File: src/rtl/pipe_pkg.sv
// Shared pipeline constants: ALU op/funct codes,
// control bit positions and instruction field offsets.
package pipe_pkg;

  typedef enum logic [1:0] {
    ALU_ADD   = 2'b00,
    ALU_SUB   = 2'b01,
    ALU_FUNCT = 2'b10,
    ALU_OR    = 2'b11
  } alu_op_e;

  localparam logic [5:0] F_ADD = 6'h20;
  localparam logic [5:0] F_SUB = 6'h22;
  localparam logic [5:0] F_AND = 6'h24;
  localparam logic [5:0] F_OR  = 6'h25;
  localparam logic [5:0] F_SLT = 6'h2A;
  localparam logic [5:0] F_MUL = 6'h18;

  localparam int WB_REG_WRITE  = 1;
  localparam int WB_MEM_TO_REG = 0;

  localparam int MEM_BRANCH = 2;
  localparam int MEM_READ   = 1;
  localparam int MEM_WRITE  = 0;

  localparam int EX_REG_DST   = 3;
  localparam int EX_ALU_OP_HI = 2;
  localparam int EX_ALU_OP_LO = 1;
  localparam int EX_ALU_SRC   = 0;

  localparam int RS_LSB = 10;
  localparam int RT_LSB = 5;
  localparam int RD_LSB = 0;

  typedef enum logic [1:0] {
    ST_IDLE,
    ST_MUL,
    ST_DONE
  } mul_state_e;

endpackage

File: src/rtl/alu_mul_seq.sv
// Iterative shift-add multiplier, one step per cycle,
// low DATA_W bits of the product only.
module alu_mul_seq
  import pipe_pkg::*;
#(
  parameter int DATA_W = 32
) (
  input  logic              clock,
  input  logic              startin,
  input  logic              start,
  input  logic              abort,
  input  logic [DATA_W-1:0] a,
  input  logic [DATA_W-1:0] b,
  output logic              busy,
  output logic              done,
  output logic [DATA_W-1:0] product
);

  localparam int CNT_W = $clog2(DATA_W);
  localparam logic [CNT_W-1:0] LAST =
    CNT_W'(DATA_W - 1);

  mul_state_e        state;
  mul_state_e        state_nx;
  logic [CNT_W-1:0]  cnt;
  logic [DATA_W-1:0] mplier;
  logic [DATA_W-1:0] mcand;
  logic [DATA_W-1:0] acc;
  logic              launch;
  logic              stepping;

  assign launch   = (state == ST_IDLE) && start && !abort;
  assign stepping = (state == ST_MUL) && !abort;

  always_comb begin
    state_nx = state;
    unique case (state)
      ST_IDLE: if (launch) state_nx = ST_MUL;
      ST_MUL: begin
        if (abort)
          state_nx = ST_IDLE;
        else if (cnt == LAST)
          state_nx = ST_DONE;
      end
      ST_DONE: state_nx = ST_IDLE;
      default: state_nx = ST_IDLE;
    endcase
  end

  always_ff @(posedge clock) begin
    if (startin)
      state <= ST_IDLE;
    else
      state <= state_nx;
  end

  always_ff @(posedge clock) begin
    if (startin) begin
      cnt    <= '0;
      acc    <= '0;
      mplier <= '0;
      mcand  <= '0;
    end else if (launch) begin
      cnt    <= '0;
      acc    <= '0;
      mplier <= a;
      mcand  <= b;
    end else if (stepping) begin
      if (mplier[0])
        acc <= acc + mcand;
      mplier <= mplier >> 1;
      mcand  <= mcand << 1;
      cnt    <= cnt + 1'b1;
    end
  end

  assign busy    = (state == ST_MUL);
  assign done    = (state == ST_DONE);
  assign product = acc;

endmodule

File: src/rtl/ex_mem_stage.sv
// Execute stage with forwarding, ALU, sequential
// multiplier and the EX/MEM pipeline register.
module ex_mem_stage
  import pipe_pkg::*;
#(
  parameter int DATA_W = 32,
  parameter int REG_W  = 5
) (
  input  logic               clock,
  input  logic               startin,
  input  logic [3*REG_W-1:0] id_ex_instr,
  input  logic [DATA_W-1:0]  id_ex_pc_plus_4,
  input  logic [DATA_W-1:0]  id_ex_sign_ext,
  input  logic [DATA_W-1:0]  id_ex_rd1,
  input  logic [DATA_W-1:0]  id_ex_rd2,
  input  logic [1:0]         id_ex_wb,
  input  logic [2:0]         id_ex_mem,
  input  logic [3:0]         id_ex_ex,
  input  logic               flush,
  input  logic               mem_wb_reg_write,
  input  logic [REG_W-1:0]   mem_wb_rd,
  input  logic [DATA_W-1:0]  mem_wb_data,
  output logic               ex_stall,
  output logic [1:0]         ex_mem_wb,
  output logic [2:0]         ex_mem_mem,
  output logic [DATA_W-1:0]  ex_mem_alu_result,
  output logic [DATA_W-1:0]  ex_mem_write_data,
  output logic [REG_W-1:0]   ex_mem_rd,
  output logic               ex_mem_zero,
  output logic [DATA_W-1:0]  ex_mem_branch_target
);

  logic [REG_W-1:0]  rs;
  logic [REG_W-1:0]  rt;
  logic [REG_W-1:0]  rd;
  logic [REG_W-1:0]  dest;
  logic [5:0]        funct;
  alu_op_e           alu_op;
  logic [DATA_W-1:0] fwd_a;
  logic [DATA_W-1:0] fwd_b;
  logic [DATA_W-1:0] op_b;
  logic [DATA_W-1:0] result;
  logic [DATA_W-1:0] target;
  logic [DATA_W-1:0] product;
  logic              slt;
  logic              mul_dec;
  logic              mul_busy;
  logic              mul_done;
  logic              em_hit_a;
  logic              em_hit_b;
  logic              mw_hit_a;
  logic              mw_hit_b;

  assign rs     = id_ex_instr[RS_LSB +: REG_W];
  assign rt     = id_ex_instr[RT_LSB +: REG_W];
  assign rd     = id_ex_instr[RD_LSB +: REG_W];
  assign funct  = id_ex_sign_ext[5:0];
  assign alu_op = alu_op_e'(
    id_ex_ex[EX_ALU_OP_HI:EX_ALU_OP_LO]);

  assign em_hit_a = ex_mem_wb[WB_REG_WRITE]
    && (ex_mem_rd != '0) && (ex_mem_rd == rs);
  assign em_hit_b = ex_mem_wb[WB_REG_WRITE]
    && (ex_mem_rd != '0) && (ex_mem_rd == rt);
  assign mw_hit_a = mem_wb_reg_write
    && (mem_wb_rd != '0) && (mem_wb_rd == rs);
  assign mw_hit_b = mem_wb_reg_write
    && (mem_wb_rd != '0) && (mem_wb_rd == rt);

  // Younger result in EX/MEM wins over MEM/WB
  always_comb begin
    fwd_a = id_ex_rd1;
    fwd_b = id_ex_rd2;
    if (em_hit_a)
      fwd_a = ex_mem_alu_result;
    else if (mw_hit_a)
      fwd_a = mem_wb_data;
    if (em_hit_b)
      fwd_b = ex_mem_alu_result;
    else if (mw_hit_b)
      fwd_b = mem_wb_data;
  end

  assign op_b = id_ex_ex[EX_ALU_SRC]
    ? id_ex_sign_ext : fwd_b;
  assign slt  = $signed(fwd_a) < $signed(op_b);
  assign dest = id_ex_ex[EX_REG_DST] ? rd : rt;
  assign target = id_ex_pc_plus_4
    + {id_ex_sign_ext[DATA_W-3:0], 2'b00};

  assign mul_dec = (alu_op == ALU_FUNCT)
    && (funct == F_MUL);

  always_comb begin
    result = '0;
    unique case (alu_op)
      ALU_ADD: result = fwd_a + op_b;
      ALU_SUB: result = fwd_a - op_b;
      ALU_OR:  result = fwd_a | op_b;
      ALU_FUNCT: begin
        case (funct)
          F_ADD:   result = fwd_a + op_b;
          F_SUB:   result = fwd_a - op_b;
          F_AND:   result = fwd_a & op_b;
          F_OR:    result = fwd_a | op_b;
          F_SLT:   result = {{(DATA_W-1){1'b0}}, slt};
          F_MUL:   result = product;
          default: result = '0;
        endcase
      end
      default: result = '0;
    endcase
  end

  alu_mul_seq #(
    .DATA_W (DATA_W)
  ) u_mul (
    .clock   (clock),
    .startin (startin),
    .start   (mul_dec),
    .abort   (flush),
    .a       (fwd_a),
    .b       (fwd_b),
    .busy    (mul_busy),
    .done    (mul_done),
    .product (product)
  );

  assign ex_stall = mul_busy
    || (!mul_busy && !mul_done && mul_dec);

  always_ff @(posedge clock) begin
    if (startin || flush || ex_stall) begin
      ex_mem_wb            <= '0;
      ex_mem_mem           <= '0;
      ex_mem_alu_result    <= '0;
      ex_mem_write_data    <= '0;
      ex_mem_rd            <= '0;
      ex_mem_zero          <= 1'b0;
      ex_mem_branch_target <= '0;
    end else begin
      ex_mem_wb            <= id_ex_wb;
      ex_mem_mem           <= id_ex_mem;
      ex_mem_alu_result    <= result;
      ex_mem_write_data    <= fwd_b;
      ex_mem_rd            <= dest;
      ex_mem_zero          <= (result == '0);
      ex_mem_branch_target <= target;
    end
  end

endmodule

File: config.mk
export PLATFORM = sky130hd
export DESIGN_NAME = ex_mem_stage
export DESIGN_NICKNAME = d
export VERILOG_FILES = /design/src/rtl/pipe_pkg.sv /design/src/rtl/alu_mul_seq.sv /design/src/rtl/ex_mem_stage.sv
export SDC_FILE = /design/constraint.sdc
export NUM_CORES = 1
export LEC_CHECK = 0
export ABC_AREA = 1
export ABC_CLOCK_PERIOD_IN_PS = 5100
export CAP_MARGIN = 20
export CORE_MARGIN = 8
export CORE_UTILIZATION = 43
export CTS_CLUSTER_SIZE = 12
export DETAILED_ROUTE_END_ITERATION = 10
export GPL_TIMING_DRIVEN = 0
export HOLD_SLACK_MARGIN = 0.1
export PLACE_DENSITY = 0.67
export SYNTH_ARGS = -nofsm -noshare
export SYNTH_HDL_FRONTEND = slang
export SYNTH_HIERARCHICAL = 1
export SYNTH_SLANG_ARGS = --single-unit
export TNS_END_PERCENT = 5
File: constraint.sdc
create_clock -name clock -period 5.1 [get_ports clock]
set_clock_uncertainty 0.1 [all_clocks]
set_input_delay 1.275 -clock clock [delete_from_list [all_inputs] [get_ports clock]]
set_output_delay 1.275 -clock clock [all_outputs]
set_load 0.02 [all_outputs]
# After elaboration in Yosys (flattened, before gate mapping)
# Index checks and enable logic that the tools add are counted.
classes:
  n_div: 0
  magnitude_cmp: 1
  shifts: 0
  n_reduce_logical: 27
  bitwise_logic: 2
  muxes: 16
  n_mul: 0
  eq_ne: 18
  n_addsub: 5
ops:
  columns: ["operator", "n"]
  rows:
  - ["$mux W32", 9]
  - ["$pmux W32 S6", 1]
  - ["$pmux W32 S4", 1]
  - ["$add A32 B32 Y32", 3]
  - ["$and A32 B32 Y32", 1]
  - ["$logic_not A32 Y1", 1]
  - ["$lt A32 B32 Y1", 1]
  - ["$or A32 B32 Y32", 1]
  - ["$sub A32 B32 Y32", 1]
  - ["$eq A6 B6 Y1 const B", 5]
  - ["$eq A5 B5 Y1", 4]
  - ["$logic_and A1 B1 Y1", 12]
  - ["$reduce_bool A5 Y1", 2]
  - ["$eq A2 B2 Y1 const B", 3]
  - ["$eq A6 B5 Y1 const B", 1]
  - ["$mux W2", 3]
  - ["$add A5 B1 Y5 const B", 1]
  - ["$eq A5 B5 Y1 const B", 1]
  - ["$mux W5", 1]
  - ["$eq A2 B1 Y1 const B", 2]
  - ["$logic_not A2 Y1", 2]
  - ["$pmux W2 S2", 1]
  - ["$reduce_and A2 Y1", 2]
  - ["$logic_not A1 Y1", 3]
  - ["5 further kinds", 7]
totals:
  ramBits: 0
  regBits: 210
  output_inout_bits: 108
  n_memories: 0
  in_bits: 193
  rom_bits: 0
  word_cells: 81
  latch_bits: 0

# Depth between registers and ports, before layout
# Gate-level depths: netlist of the first run.
logic_depth:
  depth_word: 10
  mapped_depth: 39
  mapped_depth_nobuf: 37

# Cells and area by module
# The synthesis of the first run kept the hierarchy.
modules_own_cells:
  columns: ["module", "cells_each", "instances", "seq_area_each_um2", "area_per_inst_um2"]
  rows:
  - ["ex_mem_stage", 2355, 1, 2142.1, 13621.8]
  - ["alu_mul_seq", 1086, 1, 2062.0, 6735.2]

# Worst setup path before layout of the first run
# OpenSTA, ideal clock, no wires.
synth_path:
  kind: "input to register"
  from: "input mem_wb_rd[4]"
  to: "register ex_mem_zero"
  t_required_ps: 4936
  path_buffers: 3
  slack_ps: -377
  stages: 36
  setup_time_ps: 64
  arrival_time_ps: 5313
  path_cell_list: "nor2_1 nand3_2 nand2_4 inv_4 nand3_4 clkbuf_1 inv_1 clkbuf_1 buf_1 nand2_1 nand3_1 o21ai_0 inv_1 o21ai_0 inv_1 fa_1 xor2_1 nand2_1 o21ai_0 a21oi_1 nand3_1 nand2_1 o21ai_0 a221oi_1 nand2_1 nor2_1 nand2_1 a21oi_1 nand2_1 nor2_1 nand2_1 nor2_1 nand3_1 nor2_1 nand3_1 nor2_1"
synth_via:
  elab_chain_cells: 10
  word_cells_on_any_way: 19
  classes_between: "add/sub: 2; order compare: 1; eq/ne: 2; mux: 7; bitwise: 2; reduce/logical: 5"
synth_lines:
  columns: ["item", "line", "text"]
  rows:
  - ["start, declared", "ex_mem_stage.sv:21", "input logic [REG_W-1:0] mem_wb_rd,"]
  - ["$reduce_bool A5 Y1", "ex_mem_stage.sv:68", "&& (mem_wb_rd != '0) && (mem_wb_rd == rt);"]
  - ["$logic_and A1 B1 Y1", "ex_mem_stage.sv:68", null]
  - ["$logic_and A1 B1 Y1 *", "ex_mem_stage.sv:68", null]
  - ["$mux W32 *", "ex_mem_stage.sv:80", "else if (mw_hit_b)"]
  - ["$mux W32 *", "ex_mem_stage.sv:78", "if (em_hit_b)"]
  - ["via fwd_b[1]", "ex_mem_stage.sv:40", "logic [DATA_W-1:0] fwd_b;"]
  - ["$mux W32 *", "ex_mem_stage.sv:85", "? id_ex_sign_ext : fwd_b;"]
  - ["$sub A32 B32 Y32 (tied with other cells)", "ex_mem_stage.sv:98, ex_mem_stage.sv:103", null]
  - ["$pmux W32 S6", "ex_mem_stage.sv:101", "case (funct)"]
  - ["$pmux W32 S4 *", "ex_mem_stage.sv:96", "unique case (alu_op)"]
  - ["$logic_not A32 Y1 *", "ex_mem_stage.sv:147", "ex_mem_zero <= (result == '0);"]
  - ["end signal, assigned", "ex_mem_stage.sv:147", null]
  - ["end, declared", "ex_mem_stage.sv:29", "output logic ex_mem_zero,"]
# Mark *: on every way through the listed nets, which the timed path passes. The rest lies on a longest branch.
# A chain may end at the register's enable or synchronous reset.

# Worst setup path in the final report of the first run
layout_path:
  from: "input id_ex_instr[5]"
  to: "register ex_mem_zero"
layout_via:
  elab_chain_cells: 9
  word_cells_on_any_way: 15
  classes_between: "add/sub: 2; order compare: 1; eq/ne: 2; mux: 5; bitwise: 2; reduce/logical: 3"
layout_lines:
  columns: ["item", "line", "text"]
  rows:
  - ["start, declared", "ex_mem_stage.sv:11", "input logic [3*REG_W-1:0] id_ex_instr,"]
  - ["$eq A5 B5 Y1", "ex_mem_stage.sv:68", null]
  - ["$logic_and A1 B1 Y1", "ex_mem_stage.sv:68", null]
  - ["$mux W32", "ex_mem_stage.sv:80", null]
  - ["$mux W32 *", "ex_mem_stage.sv:78", null]
  - ["via fwd_b[1]", "ex_mem_stage.sv:40", null]
  - ["$mux W32 *", "ex_mem_stage.sv:85", null]
  - ["$sub A32 B32 Y32 (tied with other cells)", "ex_mem_stage.sv:98, ex_mem_stage.sv:103", null]
  - ["$pmux W32 S6", "ex_mem_stage.sv:101", null]
  - ["$pmux W32 S4 *", "ex_mem_stage.sv:96", null]
  - ["$logic_not A32 Y1 *", "ex_mem_stage.sv:147", null]
# Marks and branches as above.

==> results of run 1 <==
-- worst max-delay path, delay by kind of cell --
family                   cells  cell delay [ns]
AO/OA/AOI/OAI                5             0.58
XOR/XNOR                     2             0.38
AND/OR/NAND/NOR             19             1.95
buffers and inverters        7             0.91
adder cells (fa/ha/maj)      1             0.42
-- cells in the final DEF, fill, tap and decap left out, types with 63 or more instances in the layout --
cell type,n
or2_2,63
nand3_1,242
a21oi_1,163
nor2_1,302
clkdlybuf4s50_1,282
dfxtp_1,210
ha_1,129
nand2_1,990
o21ai_0,97
buf_4,69
inv_1,514
-- final timing paths --
check | slack, ns | to | start
setup / recovery | -0.05 | ex_mem_zero | id_ex_instr[5]
hold / removal | 0.37 | u_mul/mplier[31] | u_mul/mplier[31]
setup reg to reg | 0.35 | ex_mem_zero | ex_mem_rd[2]
hold reg to reg | 0.37 | u_mul/mplier[31] | u_mul/mplier[31]
-- layout make-up --
cell class	count	share of cell area, %
inverters	559	8.03
clock buffers	36	2.81
flip-flops and latches	210	15.8
diodes	3	0.0283
well taps	607	2.86
multi-input cells	2559	54.5
repair buffers	360	13.0
clock inverters	6	0.344
plain buffers	98	2.52
-- sequential cells by signal, summed over array words and instances (netlist names), 2 cells and up --
signal                flops
u_mul/mcand              32
u_mul/cnt                 5
ex_mem_mem                3
ex_mem_write_data        32
u_mul/mplier             32
ex_mem_rd                 5
ex_mem_alu_result        32
u_mul/state               2
ex_mem_wb                 2
u_mul/product            32
ex_mem_branch_target     32
-- power by group through the flow --
stage	registers [mW]	clock network, mW	logic, mW
after floorplan	1.81	0	1.04
after global placement	1.77	0	1.83
after detailed placement	1.77	0	1.83
after CTS	1.73	1.89	1.92
after global routing	1.74	1.95	2.24
final	1.74	1.87	2.10
-- synthesized netlist by cell type (all sizes together) --
master / n
a211oi: 1
o21bai: 8
nor2: 337
a22oi: 1
a221oi: 24
a21oi: 177
nand3b: 4
nor3b: 3
inv: 551
o221ai: 22
a221o: 2
dfxtp: 210
nand2: 1067
o21a: 14
xor2: 21
or2: 64
a2111oi: 1
ha: 150
clkbuf: 71
a21boi: 7
o31ai: 2
o21ai: 190
nor4: 4
nand4: 27
nand3: 290
a21o: 4
clkinv: 8
a31oi: 33
buf: 42
and2: 1
a32o: 5
fa: 4
o22ai: 6
o211ai: 43
nor3: 32
xnor2: 15
-- per-layer routing --
layer | GRT usage (%) | up-vias | share of wire (%)
met2 | 55.8 | 1342 | 44
li1 | - | 11800 | -
met4 | 15.8 | 2 | 5.2
met1 | 47.4 | 11400 | 42
met5 | 0 | - | 0.013
met3 | 4.43 | 218 | 9.3
-- per-stage QoR --
stage	setup WS, ns	instances	total power [mW]	area, µm²
final	-0.0512	4438	5.71	26600
after floorplan	0.00525	3441	2.85	20400
after CTS	-0.0642	4431	5.55	25900
after global placement	-2.33	4347	3.60	24100
after detailed placement	-2.22	4349	3.60	24200
after global routing	-0.125	4438	5.93	26600
-- kinds of logic after synthesis --
group	Yosys count	synth area share, %
and+or+nand+nor	1829	39.6
AOI/OAI and AO/OA	540	15.7
buffers and inverters	672	12.9
xor gates and xnor gates	36	1.55
adders and majority gates	154	9.61
DFF	210	20.7
-- repair_timing --
item                       4_1_cts  5_1_grt
pin swaps                       44       54
setup endpoints to repair       34       16
setup buffers                   47       10
gates resized for setup        276      172
cloned                           2        0
==> summary.md, run 1 <==
| Metric | Value |
|---|---|
| Status | `finished, violations left` |
| Failing checks | `setup timing` |
| Filler cell count | `4793` |
| CTS buffer count | `25` |
| Crit start category | `input port` |
| Max Freq | `0.194 GHz` |
| Final Critical Period | `5.15 ns` |
| GR Overflow Total | `0` |
| Final Util | `56.9%` |
| Gpl congestion | `1.02` |
| Vias per std cell | `5.56` |
| Initial antenna violation count | `5` |
| DIE AREA | `0.0546 mm²` |
| Synthesized instance count | `3441` |
| Max Cap Violations | `0` |
| Iteration-0 DRC Markers | `3031` |
| Share of the synthesized area in the top cell type | `20.7%` |
| Hold depth | `2` |
| Sequential cell area | `0.00420 mm²` |
| Avg WL per Cell | `22.7 µm` |
| Clock sinks | `210` |
| Total Neg Setup Slack | `-0.0512 ns` |
| Starting Density | `43.6%` |
| Core Area | `0.0467 mm²` |
| Slew margin rel. | `23.6%` |
| Clock Tree Buf Depth | `3` |
| Routed Antenna Nets | `0` |
| Peak supply drop | `0.207 mV` |
| Syn Nets | `3788` |
| HP Class | `reg -> reg` |
| Footprint of the multi-input gates | `0.0145 mm²` |
| CTS root buf | `clkbuf_16` |
| Nets | `4160` |
| CP Capture Type | `flip-flop` |
| Final setup vio count | `1` |
| Critical path type | `in -> reg` |
| Via Count | `24700` |
| Synth-to-layout area growth | `30.4%` |
| Routed wire length | `101 mm` |
| Fin Hold WS | `0.372 ns` |
| Leakage dissipation | `13.0 nW` |
| Syn Std Cell Area | `0.0204 mm²` |
| H-tree lvl count | `1` |
| Fin crit share | `101%` |
| Worst slew pin tran | `1.15 ns` |
| Remaining DRCs | `0` |
| Critical path data required time | `5.48 ns` |
| Arr. time, crit path | `5.53 ns` |
| Crit-path max cell delay | `0.42 ns` |
| Worst-path fanout max | `10` |
| Pwr Density | `215 mW/mm²` |
| Worst path slowest cell | `fa_2` |
| Yosys warns | `6` |
| Logic pwr share | `36.7%` |
| Most common cell on crit path | `nand2_1` |
| Worst r2r path cells | `33` |
| Power share of the clock group | `32.8%` |
| CTS tree | `built` |
| IO Port Bufs | `299` |
| Tot GR Track Use | `35.2%` |
| Cell internal pwr | `3.57 mW` |
| Pre-antenna DRT Iters | `6` |
| Final Hold Viols | `0` |
| Count of state elements after synthesis | `210` |
| P_sw | `2.14 mW` |
| Hold Buf Count CTS | `0` |
| First-pass GRT wire length | `144 mm` |
| Clock-pin slew on the worst setup and hold paths | `0.06 ns` |
| Main area contributors after synthesis | `dfxtp_1 21%, nand2_1 19%, inv_1 9.8%` |
| Library cells used by synthesis | `56` |
| Vias in the first global route | `22600` |
| HPWL after DPL | `82.8 mm` |
| Fraction of layout instances using a drive strength above 1 | `14.5%` |
| Ports | `301` |
| Max Slew Vio Count | `0` |
| Skew-Pair Late Insertion Delay | `0.56 ns` |
| Mean Syn Cell Area | `5.92 µm²` |
| Proportion of power drawn by flip-flops and latches | `30.4%` |
| Area leader, netlist | `dfxtp_1` |
| Largest net degree at the start of global routing | `14` |
| Die Ht | `234 µm` |
| Seq/Total Area, Yosys | `20.7%` |
| Worst Slack Setup Final | `-0.0512 ns` |
| Cell Rows | `79` |
| RSZ-0062 raised after global routing | `yes` |
| Die width | `234 µm` |
| Sw Ratio | `37.5%` |
Power figures use the tool's default switching activity.
==> run 2: changes to the inputs <==
CORE_MARGIN = 5   (was 8)
==> summary.md, run 2 (synthesized netlist as in run 1, its figures left out) <==
| Metric | Value |
|---|---|
| Fin Hold WS | `0.369 ns` |
| Tot GR Track Use | `36.1%` |
| Most common cell on crit path | `nand2_1` |
| Vias in the first global route | `22400` |
| Max Freq | `0.195 GHz` |
| Sequential cell area | `0.00420 mm²` |
| Worst path slowest cell | `fa_2` |
| CTS tree | `built` |
| Status | `finished, violations left` |
| Avg WL per Cell | `22.2 µm` |
| Critical path type | `in -> reg` |
| Peak supply drop | `0.248 mV` |
| H-tree lvl count | `1` |
| Filler cell count | `4711` |
| Worst-path fanout max | `7` |
| Die Ht | `228 µm` |
| Placement Setup Slack | `-2.16 ns` |
| Slew margin rel. | `23.5%` |
| Die width | `228 µm` |
| Fin crit share | `100%` |
| CTS root buf | `clkbuf_16` |
| Overall Power | `5.80 mW` |
| CTS buffer count | `26` |
| Final Critical Period | `5.12 ns` |
| Commonest non-fill, non-tap cell in the layout | `nand2_1` |
| Clock Tree Buf Depth | `3` |
| Final setup vio count | `1` |
| DIE AREA | `0.0518 mm²` |
| Footprint of the multi-input gates | `0.0145 mm²` |
| Failing checks | `DRC, setup timing` |
| GR Overflow Total | `0` |
| Cell Rows | `79` |
| HP Class | `reg -> reg` |
| Arr. time, crit path | `5.51 ns` |
| Nets | `4157` |
| Final Util | `56.9%` |
| Pwr Density | `219 mW/mm²` |
| CP Capture Type | `flip-flop` |
| RSZ-0062 raised after global routing | `yes` |
| Core Area | `0.0467 mm²` |
| Pre-antenna DRT Iters | `11` |
| Ports | `301` |
| Skew-Pair Late Insertion Delay | `0.59 ns` |
| Worst Slack Setup Final | `-0.0222 ns` |
| Routed wire length | `98.7 mm` |
| Crit start category | `input port` |
| Most frequent cells in the layout | `997 x nand2_1, 517 x inv_1, 300 x nor2_1, 282 x clkdlybuf4s50_1, 247 x nand3_1` |
| Leakage dissipation | `13.0 nW` |
| Iteration-0 DRC Markers | `3271` |
| Final Hold Viols | `0` |
| Crit-path max cell delay | `0.39 ns` |
| Worst slew pin tran | `1.14 ns` |
| IO Port Bufs | `299` |
| Max Cap Violations | `0` |
| Clock-pin slew on the worst setup and hold paths | `0.06 ns` |
| Synth-to-layout area growth | `30.4%` |
| Remaining DRCs | `1` |
| First-pass GRT wire length | `141 mm` |
| HPWL after DPL | `80.5 mm` |
| Gpl congestion | `1.02` |
| Critical path data required time | `5.48 ns` |
| Initial antenna violation count | `5` |
| Routed Antenna Nets | `0` |
| Via Count | `24600` |
| Hold Buf Count CTS | `0` |
| Starting Density | `43.6%` |
| Clock sinks | `210` |
| Vias per std cell | `5.55` |
| Largest net degree at the start of global routing | `15` |
| Max Slew Vio Count | `0` |
| Fraction of layout instances using a drive strength above 1 | `14.3%` |
==> run 2: changes by cell type in the layout (fill, tap and decap cells not counted), sizes merged <==
cell	change
clkinvlp	+3
bufinv	+2
diode	+2
buf	-11
clkinv	+4
clkbuf	+3
==> run 2: routing by layer <==
layer	vias to the layer above	track usage [%]	share of wire, %
li1	11700	-	-
met1	11300	50.5	41
met2	1347	55.5	43
met3	268	5.38	10
met4	0	15.5	5.7
met5	-	0	0
==> run 2: area by class of cell <==
class                   instances  area share [%]
repair buffers                355            12.8
clock inverters                15           0.796
well taps                     607            2.86
inverters                     559            8.00
clock buffers                  32            2.69
multi-input cells            2559            54.4
diodes                          5          0.0471
flip-flops and latches        210            15.8
plain buffers                  99            2.52
==> run 2: path summary, 6_finish.rpt <==
path,slack [ns],depth (start not counted),end,start
worst min-delay path,0.37,2,u_mul/cnt[4],u_mul/cnt[4]
worst max-delay path,-0.02,33,ex_mem_zero,id_ex_instr[5]
worst max register to register,0.34,32,ex_mem_zero,ex_mem_rd[1]
worst min register to register,0.37,2,u_mul/cnt[4],u_mul/cnt[4]
==> run 2: power breakdown <==
group          internal (mW)  switching [mW]
Combinational          0.750            1.31
Clock                   1.20           0.806
Sequential              1.69          0.0457
Total                   3.64            2.16
==> run 2: what timing repair did <==
item / in CTS / in global routing
pin swaps: 29 / 37
gates resized for setup: 218 / 194
setup buffers: 34 / 17
endpoints found under the setup margin: 34 / 17
cloned: 0 / 3
==> run 2: through the flow <==
step | instances | setup TNS, ns | area [µm²]
finish | 4441 | -0.0222 | 26600
detailed placement | 4349 | -45.81 | 24200
global placement | 4347 | -65.18 | 24100
CTS | 4416 | -0.151 | 25800
floorplan | 3441 | 0 | 20400
global route | 4441 | -0.187 | 26600
==> run 2: critical path, delay by kind of cell <==
kind | cells | cell delay [ns]
AND/OR/NAND/NOR | 17 | 1.79
buffers and inverters | 5 | 0.63
adder cells (fa/ha/maj) | 2 | 0.55
XOR/XNOR | 2 | 0.34
AO/OA/AOI/OAI | 7 | 0.91
